`config.mk`:
```
export PLATFORM = sky130hd
export DESIGN_NAME = ft600_dev_responder
export DESIGN_NICKNAME = d
export VERILOG_FILES = /design/src/rtl/ft600_pkg.sv /design/src/rtl/ft600_sync_fifo.sv /design/src/rtl/ft600_dev_responder.sv
export SDC_FILE = /design/constraint.sdc
export NUM_CORES = 2
export LEC_CHECK = 0
export CORE_UTILIZATION = 54
export CTS_CLUSTER_DIAMETER = 80
export DETAILED_ROUTE_END_ITERATION = 12
export PLACE_DENSITY = 0.7
export SETUP_SLACK_MARGIN = 0.05
export SYNTH_ARGS = -nofsm -noshare
export SYNTH_HDL_FRONTEND = slang
export SYNTH_MEMORY_MAX_BITS = 65536
export SYNTH_SLANG_ARGS = --single-unit
```
`constraint.sdc`:
```
create_clock -name clk -period 4.9 [get_ports clk]
set_clock_uncertainty 0.15 [all_clocks]
set_input_delay 0.98 -clock clk [delete_from_list [all_inputs] [get_ports clk]]
set_output_delay 0.98 -clock clk [all_outputs]
set_load 0.01 [all_outputs]
```
`src/rtl/ft600_pkg.sv`:
```
// Shared types and constants for the FT600 245 synchronous FIFO device-side responder.
package ft600_pkg;

    localparam int FT_DATA_WIDTH_DEF = 32;

    localparam int ERR_WR_OVERFLOW    = 0;
    localparam int ERR_RD_UNDERRUN    = 1;
    localparam int ERR_PROTO_CONFLICT = 2;
    localparam int ERR_W              = 3;

    typedef enum logic [1:0] {
        BUS_IDLE,
        BUS_RD_TA,
        BUS_RD,
        BUS_WR
    } bus_state_t;

    function automatic int be_width(input int data_width);
        return data_width / 8;
    endfunction

endpackage

```
`src/rtl/ft600_sync_fifo.sv`:
```
// Single-clock show-ahead FIFO with occupancy count; a push into a full FIFO is
// accepted only when a pop frees the slot in the same cycle.
module ft600_sync_fifo #(
    parameter int WIDTH = 36,
    parameter int DEPTH = 64
) (
    input  logic                       clk,
    input  logic                       reset_n,
    input  logic                       push,
    input  logic [WIDTH-1:0]           push_data,
    input  logic                       pop,
    output logic [WIDTH-1:0]           head,
    output logic                       empty,
    output logic                       full,
    output logic [$clog2(DEPTH):0]     count
);

    localparam int AW = $clog2(DEPTH);
    localparam logic [AW:0] FULL_COUNT = (AW+1)'(DEPTH);

    logic [WIDTH-1:0] mem [DEPTH];
    logic [AW-1:0]    wr_ptr;
    logic [AW-1:0]    rd_ptr;
    logic             do_push;
    logic             do_pop;

    assign empty   = (count == '0);
    assign full    = (count == FULL_COUNT);
    assign do_pop  = pop && !empty;
    assign do_push = push && (!full || do_pop);
    assign head    = mem[rd_ptr];

    // NOTE: storage has no reset; only pointers and count define validity, so a
    // reset flushes the FIFO without touching the array.
    always_ff @(posedge clk) begin
        if (do_push) begin
            mem[wr_ptr] <= push_data;
        end
    end

    // NOTE: sequential state uses non-blocking assignments so every register
    // samples pre-edge values regardless of statement or process order.
    always_ff @(posedge clk or negedge reset_n) begin
        if (!reset_n) begin
            wr_ptr <= '0;
            rd_ptr <= '0;
            count  <= '0;
        end else begin
            if (do_push) begin
                wr_ptr <= wr_ptr + 1'b1;
            end
            if (do_pop) begin
                rd_ptr <= rd_ptr + 1'b1;
            end
            case ({do_push, do_pop})
                2'b10:   count <= count + 1'b1;
                2'b01:   count <= count - 1'b1;
                default: count <= count;
            endcase
        end
    end

endmodule

```
`src/rtl/ft600_dev_responder.sv`:
```
// Device-side FT600 245 sync FIFO responder: RX buffer toward the FPGA, TX buffer
// from it, flow-control flags, bus turnaround and sticky protocol error flags.
// Define FT600_LOOPBACK_EN to route the TX head straight into the RX buffer.
module ft600_dev_responder
    import ft600_pkg::*;
#(
    parameter int FT_DATA_WIDTH = FT_DATA_WIDTH_DEF,
    parameter int RX_DEPTH      = 64,
    parameter int TX_DEPTH      = 64,
    parameter int TXE_SLACK     = 3
) (
    input  logic                                     clk,
    input  logic                                     reset_n,
    output logic                                     ft_rxf_n,
    output logic                                     ft_txe_n,
    input  logic                                     ft_oe_n,
    input  logic                                     ft_rd_n,
    input  logic                                     ft_wr_n,
    input  logic [FT_DATA_WIDTH-1:0]                 ft_data_i,
    output logic [FT_DATA_WIDTH-1:0]                 ft_data_o,
    output logic                                     ft_data_oe,
    input  logic [FT_DATA_WIDTH/8-1:0]               ft_be_i,
    output logic [FT_DATA_WIDTH/8-1:0]               ft_be_o,
    input  logic [FT_DATA_WIDTH+FT_DATA_WIDTH/8-1:0] h2f_data,
    input  logic                                     h2f_valid,
    output logic                                     h2f_ready,
    output logic [FT_DATA_WIDTH+FT_DATA_WIDTH/8-1:0] f2h_data,
    output logic                                     f2h_valid,
    input  logic                                     f2h_ready,
    output logic [2:0]                               err_o
);

    localparam int BE_W   = be_width(FT_DATA_WIDTH);
    localparam int WORD_W = FT_DATA_WIDTH + BE_W;
    localparam int RX_AW  = $clog2(RX_DEPTH);
    localparam int TX_AW  = $clog2(TX_DEPTH);
    localparam logic [TX_AW:0] TX_FULL_COUNT = (TX_AW+1)'(TX_DEPTH);
    localparam logic [TX_AW:0] TX_SLACK_C    = (TX_AW+1)'(TXE_SLACK);

    bus_state_t state_q, state_d;

    logic [WORD_W-1:0] rx_head, tx_head, rx_push_data, hold_q;
    logic              rx_push, rx_pop, rx_empty, rx_full;
    logic              tx_push, tx_pop, tx_empty, tx_full;
    logic [RX_AW:0]    rx_count;
    logic [TX_AW:0]    tx_count, tx_free;
    logic              rd_strobe, wr_strobe, data_oe_d;
    logic [ERR_W-1:0]  err_q, err_set;

    ft600_sync_fifo #(.WIDTH(WORD_W), .DEPTH(RX_DEPTH)) u_rx_fifo (
        .clk       (clk),
        .reset_n   (reset_n),
        .push      (rx_push),
        .push_data (rx_push_data),
        .pop       (rx_pop),
        .head      (rx_head),
        .empty     (rx_empty),
        .full      (rx_full),
        .count     (rx_count)
    );

    ft600_sync_fifo #(.WIDTH(WORD_W), .DEPTH(TX_DEPTH)) u_tx_fifo (
        .clk       (clk),
        .reset_n   (reset_n),
        .push      (tx_push),
        .push_data ({ft_be_i, ft_data_i}),
        .pop       (tx_pop),
        .head      (tx_head),
        .empty     (tx_empty),
        .full      (tx_full),
        .count     (tx_count)
    );

    always_ff @(posedge clk or negedge reset_n) begin
        if (!reset_n) begin
            state_q <= BUS_IDLE;
        end else begin
            state_q <= state_d;
        end
    end

    // NOTE: every variable driven here gets a default first, so no path through
    // the case can leave it unassigned and infer a latch.
    always_comb begin
        state_d = state_q;
        unique case (state_q)
            BUS_IDLE: begin
                if (!ft_oe_n) begin
                    state_d = BUS_RD_TA;
                end else if (!ft_wr_n) begin
                    state_d = BUS_WR;
                end
            end
            BUS_RD_TA: state_d = ft_oe_n ? BUS_IDLE : BUS_RD;
            BUS_RD: begin
                if (ft_oe_n) begin
                    state_d = BUS_IDLE;
                end
            end
            BUS_WR: begin
                if (!ft_oe_n) begin
                    state_d = BUS_RD_TA;
                end else if (ft_wr_n) begin
                    state_d = BUS_IDLE;
                end
            end
            default: state_d = BUS_IDLE;
        endcase
    end

    // A write strobe only counts while the FPGA is not also requesting the bus.
    always_comb begin
        rd_strobe = 1'b0;
        wr_strobe = 1'b0;
        data_oe_d = (state_d == BUS_RD_TA) || (state_d == BUS_RD);
        case (state_q)
            BUS_RD:           rd_strobe = !ft_rd_n;
            BUS_IDLE, BUS_WR: wr_strobe = !ft_wr_n && ft_oe_n;
            default:          ;
        endcase
    end

    assign rx_pop  = rd_strobe && !rx_empty;
    assign tx_push = wr_strobe;
    assign tx_free = TX_FULL_COUNT - tx_count;

    assign err_set[ERR_WR_OVERFLOW]    = wr_strobe && tx_full && !tx_pop;
    assign err_set[ERR_RD_UNDERRUN]    = rd_strobe && rx_empty;
    assign err_set[ERR_PROTO_CONFLICT] = !ft_oe_n && !ft_wr_n;

    // Once RX runs dry the bus keeps showing the last word handed to the FPGA.
    assign {ft_be_o, ft_data_o} = rx_empty ? hold_q : rx_head;
    assign err_o = err_q;

    always_ff @(posedge clk or negedge reset_n) begin
        if (!reset_n) begin
            ft_data_oe <= 1'b0;
            ft_rxf_n   <= 1'b1;
            ft_txe_n   <= 1'b1;
            hold_q     <= '0;
            err_q      <= '0;
        end else begin
            ft_data_oe <= data_oe_d;
            ft_rxf_n   <= (rx_count == '0);
            ft_txe_n   <= !(tx_free > TX_SLACK_C);
            err_q      <= err_q | err_set;
            if (rx_pop) begin
                hold_q <= rx_head;
            end
        end
    end

`ifdef FT600_LOOPBACK_EN
    logic lb_move;
    logic unused_host;

    assign lb_move      = !tx_empty && !rx_full;
    assign rx_push      = lb_move;
    assign rx_push_data = tx_head;
    assign tx_pop       = lb_move;
    assign h2f_ready    = 1'b0;
    assign f2h_valid    = 1'b0;
    assign f2h_data     = '0;
    assign unused_host  = ^{h2f_data, h2f_valid, f2h_ready};
`else
    logic host_en_q;

    // Holds h2f_ready low through reset even though the empty RX is not full.
    always_ff @(posedge clk or negedge reset_n) begin
        if (!reset_n) begin
            host_en_q <= 1'b0;
        end else begin
            host_en_q <= 1'b1;
        end
    end

    assign h2f_ready    = host_en_q && !rx_full;
    assign rx_push      = h2f_valid && h2f_ready;
    assign rx_push_data = h2f_data;
    assign f2h_valid    = !tx_empty;
    assign f2h_data     = tx_head;
    assign tx_pop       = f2h_valid && f2h_ready;
`endif

endmodule

```
== After elaboration in Yosys (flattened, before gate mapping) ==
Memory sizes are Yosys's and may differ from the RTL's.
Cells that the tools add are included.

* Bits in writable memories: 4608
* Register bits after elaboration: 83
* Logic and storage cells: 84
* Memories kept: 2
* Input port bits: 79

{| class="wikitable"
|+ Memory list
! name !! words !! bits a word !! rd ports !! clocked after memory_dff !! wr ports !! RTL line !! source
|-
| u_rx_fifo.mem || 64 || 36 || 1 || 0 || 1 || ft600_sync_fifo.sv:21 || <nowiki>logic [WIDTH-1:0] mem [DEPTH];</nowiki>
|-
| u_tx_fifo.mem || 64 || 36 || 1 || 0 || 1 || ft600_sync_fifo.sv:21 ||
|}

* $add $sub $neg: 9
* Reductions and logical operators: 31
* Eq/ne operators: 11
* Bitwise operators: 1
* Mux-type cells: 16
* Magnitude comparators: 1

{| class="wikitable"
|+ Operators with widths
! operator !! number
|-
| 36-bit 2-to-1 mux || 1
|-
| 7-bit one-hot mux with 2 select lines || 2
|-
| 6-bit by 1-bit adder with 6-bit output, second input constant || 4
|-
| 7-bit by 1-bit adder with 7-bit output, second input constant || 2
|-
| 7-bit == test, second input constant || 2
|-
| 7-bit zero test || 2
|-
| 7-bit by 1-bit subtractor with 7-bit output, second input constant || 2
|-
| 1-bit logical AND || 13
|-
| 2-bit 2-to-1 mux || 6
|-
| 2-bit == test, second input constant || 5
|-
| 1-bit zero test || 9
|-
| 2-bit by 1-bit == test with 1-bit output, second input constant || 4
|-
| 2-bit one-hot mux with 4 select lines || 1
|-
| 7-bit by 2-bit > comparator with 1-bit output, second input constant || 1
|-
| 7-bit subtractor, first input constant || 1
|-
| 1-bit 2-to-1 mux || 6
|-
| 2-bit nonzero test || 2
|-
| 1-bit logical OR || 3
|-
| 3-bit OR || 1
|-
| 2-bit zero test || 1
|-
| 2-bit OR reduction || 1
|}

== Logic depth before layout (Yosys ltp) ==
* Depth in word-level cells: 8
* Mapped depth: 15
* Gate-level depth less buffers: 15

== Cells and area by module ==
A second synthesis with hierarchy kept.

* Cells, all modules: 7792
* Area total of the unflattened synthesis: 179435.8 µm²

{| class="wikitable"
|+ By module, submodules not included
! module !! cells each !! instances !! area each (µm²)
|-
| ft600_sync_fifo at u_rx_fifo || 3834 || 1 || 88820.2
|-
| ft600_sync_fifo at u_tx_fifo || 3788 || 1 || 88270.9
|-
| ft600_dev_responder || 170 || 1 || 2344.7
|}

== Worst setup path after synthesis ==
OpenSTA, ideal clock, no wires.

* Path type: input -> register
* Start: input port ft_wr_n
* End: memory u_tx_fifo.mem[59][0], enable pin
* Setup slack: 439 ps
* Data arrival time: 3882 ps
* Stages on the path: 5
* Library setup time: 429 ps
* Cells stage by stage: or3b_2 > a41oi_1 > nor2b_1 > nand3_1 > nor2_1

* Word-level cells in the longest chain between the ends: 6

{| class="wikitable"
|+ RTL lines
! item !! RTL line !! source
|-
| start, declared || ft600_dev_responder.sv:18 || <nowiki>input logic ft_wr_n,</nowiki>
|-
| 1-bit zero test || ft600_dev_responder.sv:118 || <nowiki>BUS_IDLE, BUS_WR: wr_strobe = !ft_wr_n && ft_oe_n;</nowiki>
|-
| 1-bit logical AND || ft600_dev_responder.sv:118 ||
|-
| 1-bit 2-to-1 mux || ft600_dev_responder.sv:116 || <nowiki>case (state_q)</nowiki>
|-
| 1-bit logical AND || ft600_sync_fifo.sv:30 || <nowiki>assign do_push = push && (!full || do_pop);</nowiki>
|-
| 1-bit 2-to-1 mux || ft600_sync_fifo.sv:36 || <nowiki>if (do_push) begin</nowiki>
|-
| 1-bit 2-to-1 mux (not written as such) || ft600_sync_fifo.sv:37 || <nowiki>mem[wr_ptr] <= push_data;</nowiki>
|-
| end, declared || ft600_sync_fifo.sv:21 ||
|}

Every way passes these cells.

== Worst setup path after layout ==
* Start: register u_tx_fifo.rd_ptr[0]
* End: output port f2h_data[21]

* Word-level cells in the longest chain between the ends: 1

{| class="wikitable"
|+ RTL lines
! item !! RTL line !! source
|-
| start, declared || ft600_sync_fifo.sv:23 || <nowiki>logic [AW-1:0] rd_ptr;</nowiki>
|-
| start signal, assigned || ft600_sync_fifo.sv:53 || <nowiki>rd_ptr <= rd_ptr + 1'b1;</nowiki>
|-
| memory read 64 x 36 bit || -- ||
|-
| end, declared || ft600_dev_responder.sv:27 || <nowiki>output logic [FT_DATA_WIDTH+FT_DATA_WIDTH/8-1:0] f2h_data,</nowiki>
|}

Every way passes these cells.

==> impl_metrics.env <==
export IMPL_status="finished, violations left"
export IMPL_violations="setup timing"
export IMPL_synth_seq_area_share=0.787
export IMPL_whs_ns=0.327
export IMPL_grt_first_pass_wirelength_um=657000
export IMPL_yosys_area_share_simple=0.0144
export IMPL_synth_warnings=0
export IMPL_crit_path_top_delay_cell="mux4_2"
export IMPL_cp_slowest_stage_delay_ns=0.57
export IMPL_remaining_drc_errors=0
export IMPL_fp_coreArea_sq_um=328000
export IMPL_crit_chain="buf_16 > buf_16 > buf_16 > mux4_2 > mux4_2 > nor2b_4 > a211oi_4 > buf_6 > a211oi_4 > buf_2"
export IMPL_syn_area_sq_um=179000
export IMPL_cts_sinks=4691
export IMPL_end_kind="primary output"
export IMPL_wire_per_inst_um=34.8
export IMPL_final_layout_size_suffix_gt1_frac=0.370
export IMPL_cellPowerDensity_nw_per_um2=558
export IMPL_ys_async_sr_fraction=0.0177
export IMPL_ir_worst_vdd_mv=0.865
export IMPL_grt_start_max_net_pins=65
export IMPL_cp_max_fo=7
export IMPL_arrival_ns=3.84
export IMPL_cts_buffers=447
export IMPL_cts_max_level=5
export IMPL_grt_pass1_vias=90000
export IMPL_start_kind="flop"
export IMPL_stdcell_area_sq_um=212000
export IMPL_final_common_cell="edfxtp_1"
export IMPL_synth_cell_type_count=61
export IMPL_muxShareOfSynthArea=0.166
export IMPL_crit_start="u_tx_fifo.rd_ptr[0]"
export IMPL_period_minus_slack_ns=4.97
export IMPL_finalCritPeriodShare=1.01
export IMPL_fp_row_count=210
export IMPL_synth_edf_count=4608
export IMPL_timing_rr_start="u_rx_fifo.count[1]"
export IMPL_synthXorXnorAreaFrac=0.00172
export IMPL_clockBufferDepth=4
export IMPL_fin_ws_ns=-0.0688
export IMPL_postRouteAntennaNets=0
export IMPL_ys_ff_latch=4691
export IMPL_max_slew_margin=0.143
export IMPL_io_buffers=158
export IMPL_worst_slew_pin_slew_ns=1.28
export IMPL_root_buffer="clkbuf_16"
export IMPL_setup_viol=25
export IMPL_place_inst=12300
export IMPL_dr_first_iter_drc_count=11700
export IMPL_start_util=0.544
export IMPL_max_freq_mhz=201
export IMPL_dr_total_vias=89100
export IMPL_dp_hpwl_um=252000
export IMPL_setup_tns_ns=-0.678
export IMPL_synth_top_family_by_area="multiplexers"
export IMPL_insertion_delay_ns=0.97
export IMPL_hold_viol_final=0
export IMPL_synth_fa_ha_area_frac=0.00137
export IMPL_slew_viol_final=0
export IMPL_fp_dieW_um=577
export IMPL_crit_required_ns=3.77
export IMPL_drt_total_wl_um=467000
export IMPL_drt_pass1_iterations=6
export IMPL_cts_tree="done"
export IMPL_rsz0062_at_grt="true"
export IMPL_instances_no_fill=13400
export IMPL_min_from="err_o[2]"
export IMPL_overflow=0
export IMPL_ys_flop_type="edfxtp_1"
export IMPL_place_congestion=0.810
export IMPL_area_growth_pct=18.7
export IMPL_syn_nets=7747
export IMPL_crit_path_frequent_cell="buf_16"
export IMPL_avgSynthCellArea_sq_um=23.3
export IMPL_grt_antenna_before_repair=37
export IMPL_leakagePower_nw=67.0
export IMPL_hold_class="flop to flop"
export IMPL_die_y_um=577
export IMPL_io_pin_count=159
export IMPL_routed_via_density=6.65
export IMPL_dieArea_sq_um=333000
export IMPL_criticalPathCategory="flop to primary output"
export IMPL_synth_compound_area_frac=0.0181
export IMPL_final_cell_mix="edfxtp_1, mux4_2, clkbuf_16"
export IMPL_syn_inst=7649
export IMPL_grt_total_usage=0.278
export IMPL_clk_pin_slew_ns=0.06
export IMPL_nNetsFinal=8768
export IMPL_max_cap_violations=0
export IMPL_placed_area_sq_um=191000
-- repair_timing --
| action | CTS | global route |
|---|---|---|
| endpoints found under the setup margin | 72 | 69 |
| pin swaps | 112 | 97 |
| buffers inserted | 190 | 76 |
| endpoints found under the hold margin | 21 | 0 |
| hold buffers | 1 | 0 |
| cloned | 49 | 9 |
| gates resized for setup | 727 | 205 |
-- cells in the mapped netlist, drive strengths merged (2+ instances only) --
master   instances  area [sq um]
o21ai           74           370
a221oi           6          52.6
nand2b           6          37.5
nand4            4          25.0
a2bb2oi          3          26.3
nor3            15          75.1
o211ai           3          22.5
or3b             5          43.8
a31oi            9          56.3
xor2            12           105
nand3b           8          60.1
a21o             3          22.5
mux4          1242         28000
edfxtp        4608        138000
o31ai            2          15.0
or3              3          18.8
nor2           198           743
nor4            62           388
mux2            39           439
xnor2           23           201
and2             6          37.5
dfrtp           81          2030
dfstp            2          52.6
a21oi           60           300
a22oi           36           270
buf            268          1480
o221ai           3          26.3
clkbuf         150           564
mux2i          123          1230
or2              2          12.5
a32oi            3          26.3
o22ai          252          1580
ha              18           225
nand3           29           150
nand2          134           503
and3             2          12.5
a41oi            2          17.5
nor2b           70           438
clkinv           2          7.51
inv             18          67.6
a211oi          50           375
-- layer usage --
layer	wire length [um]	global-route usage
met1	169000	0.371
met2	235000	0.468
met3	43400	0.0419
met4	19200	0.108
met5	103	0
-- critical path: cells and delay by family, from the launching register on --
family | cells | cell delay [ns]
DFF | 1 | 0.52
and+or+nand+nor | 1 | 0.18
muxes | 2 | 1.06
AOI/OAI and AO/OA | 2 | 0.28
buffers and inverters | 5 | 0.82
-- where the power goes --
group	total, W	switching, W	leakage (nW)	internal, W
Clock	0.0337	0.0147	6.95	0.0190
Combinational	0.0389	0.0193	17.6	0.0196
Sequential	0.0456	0.000692	42.4	0.0449
-- path summary, 6_finish.rpt --
path                                      endpoint  slack [ns]  depth (start not counted)
worst max-delay path                  f2h_data[21]       -0.07                         10
worst min-delay path                      err_o[2]        0.33                          1
worst max register to register  u_rx_fifo.count[6]        0.82                         13
worst min register to register            err_o[2]        0.33                          1
max in group asynchronous                 ft_txe_n        2.98                          3
min in group asynchronous                hold_q[0]        0.50                          2
-- registers in the layout, summed over array words and instances (netlist names) --
signal / flops
u_tx_fifo.wr_ptr: 6
err_o: 3
u_tx_fifo.count: 7
u_rx_fifo.wr_ptr: 6
u_tx_fifo.mem: 2304
ft_data_oe: 1
u_rx_fifo.rd_ptr: 6
u_tx_fifo.rd_ptr: 6
u_rx_fifo.count: 7
u_rx_fifo.mem: 2304
ft_rxf_n: 1
ft_txe_n: 1
hold_q: 36
state_q: 2
host_en_q: 1
-- cell type report --
cell class | count | area (sq um)
flip-flops and latches | 4691 | 140000
multi-input cells | 2520 | 39300
repair buffers | 990 | 12500
clock inverters | 253 | 2240
inverters | 20 | 78.8
fillers | 20400 | 116000
clock buffers | 569 | 11900
diodes | 15 | 37.5
well taps | 4346 | 5440
-- stage by stage --
stage,util,setup WS (ns),total power [W]
detailed placement,0.581,-0.268,0.0778
global placement,0.581,-0.303,0.0774
CTS,0.641,-0.162,0.117
floorplan,-,0.439,0.0656
global route,0.646,-0.148,0.122
finish,0.646,-0.0688,0.118
-- cells by family (layout without fill, tap and decap cells) --
logic type | count (synthesis) | after routing
flip-flops | 4691 | 4691
XOR/XNOR | 35 | 35
other | 1 | 16
AND/OR/NAND/NOR | 546 | 546
adder cells (fa/ha/maj) | 19 | 19
multiplexers | 1404 | 1404
AO/OA/AOI/OAI | 515 | 515
buffers and inverters | 438 | 1832
(Power assumes the default switching activity.)
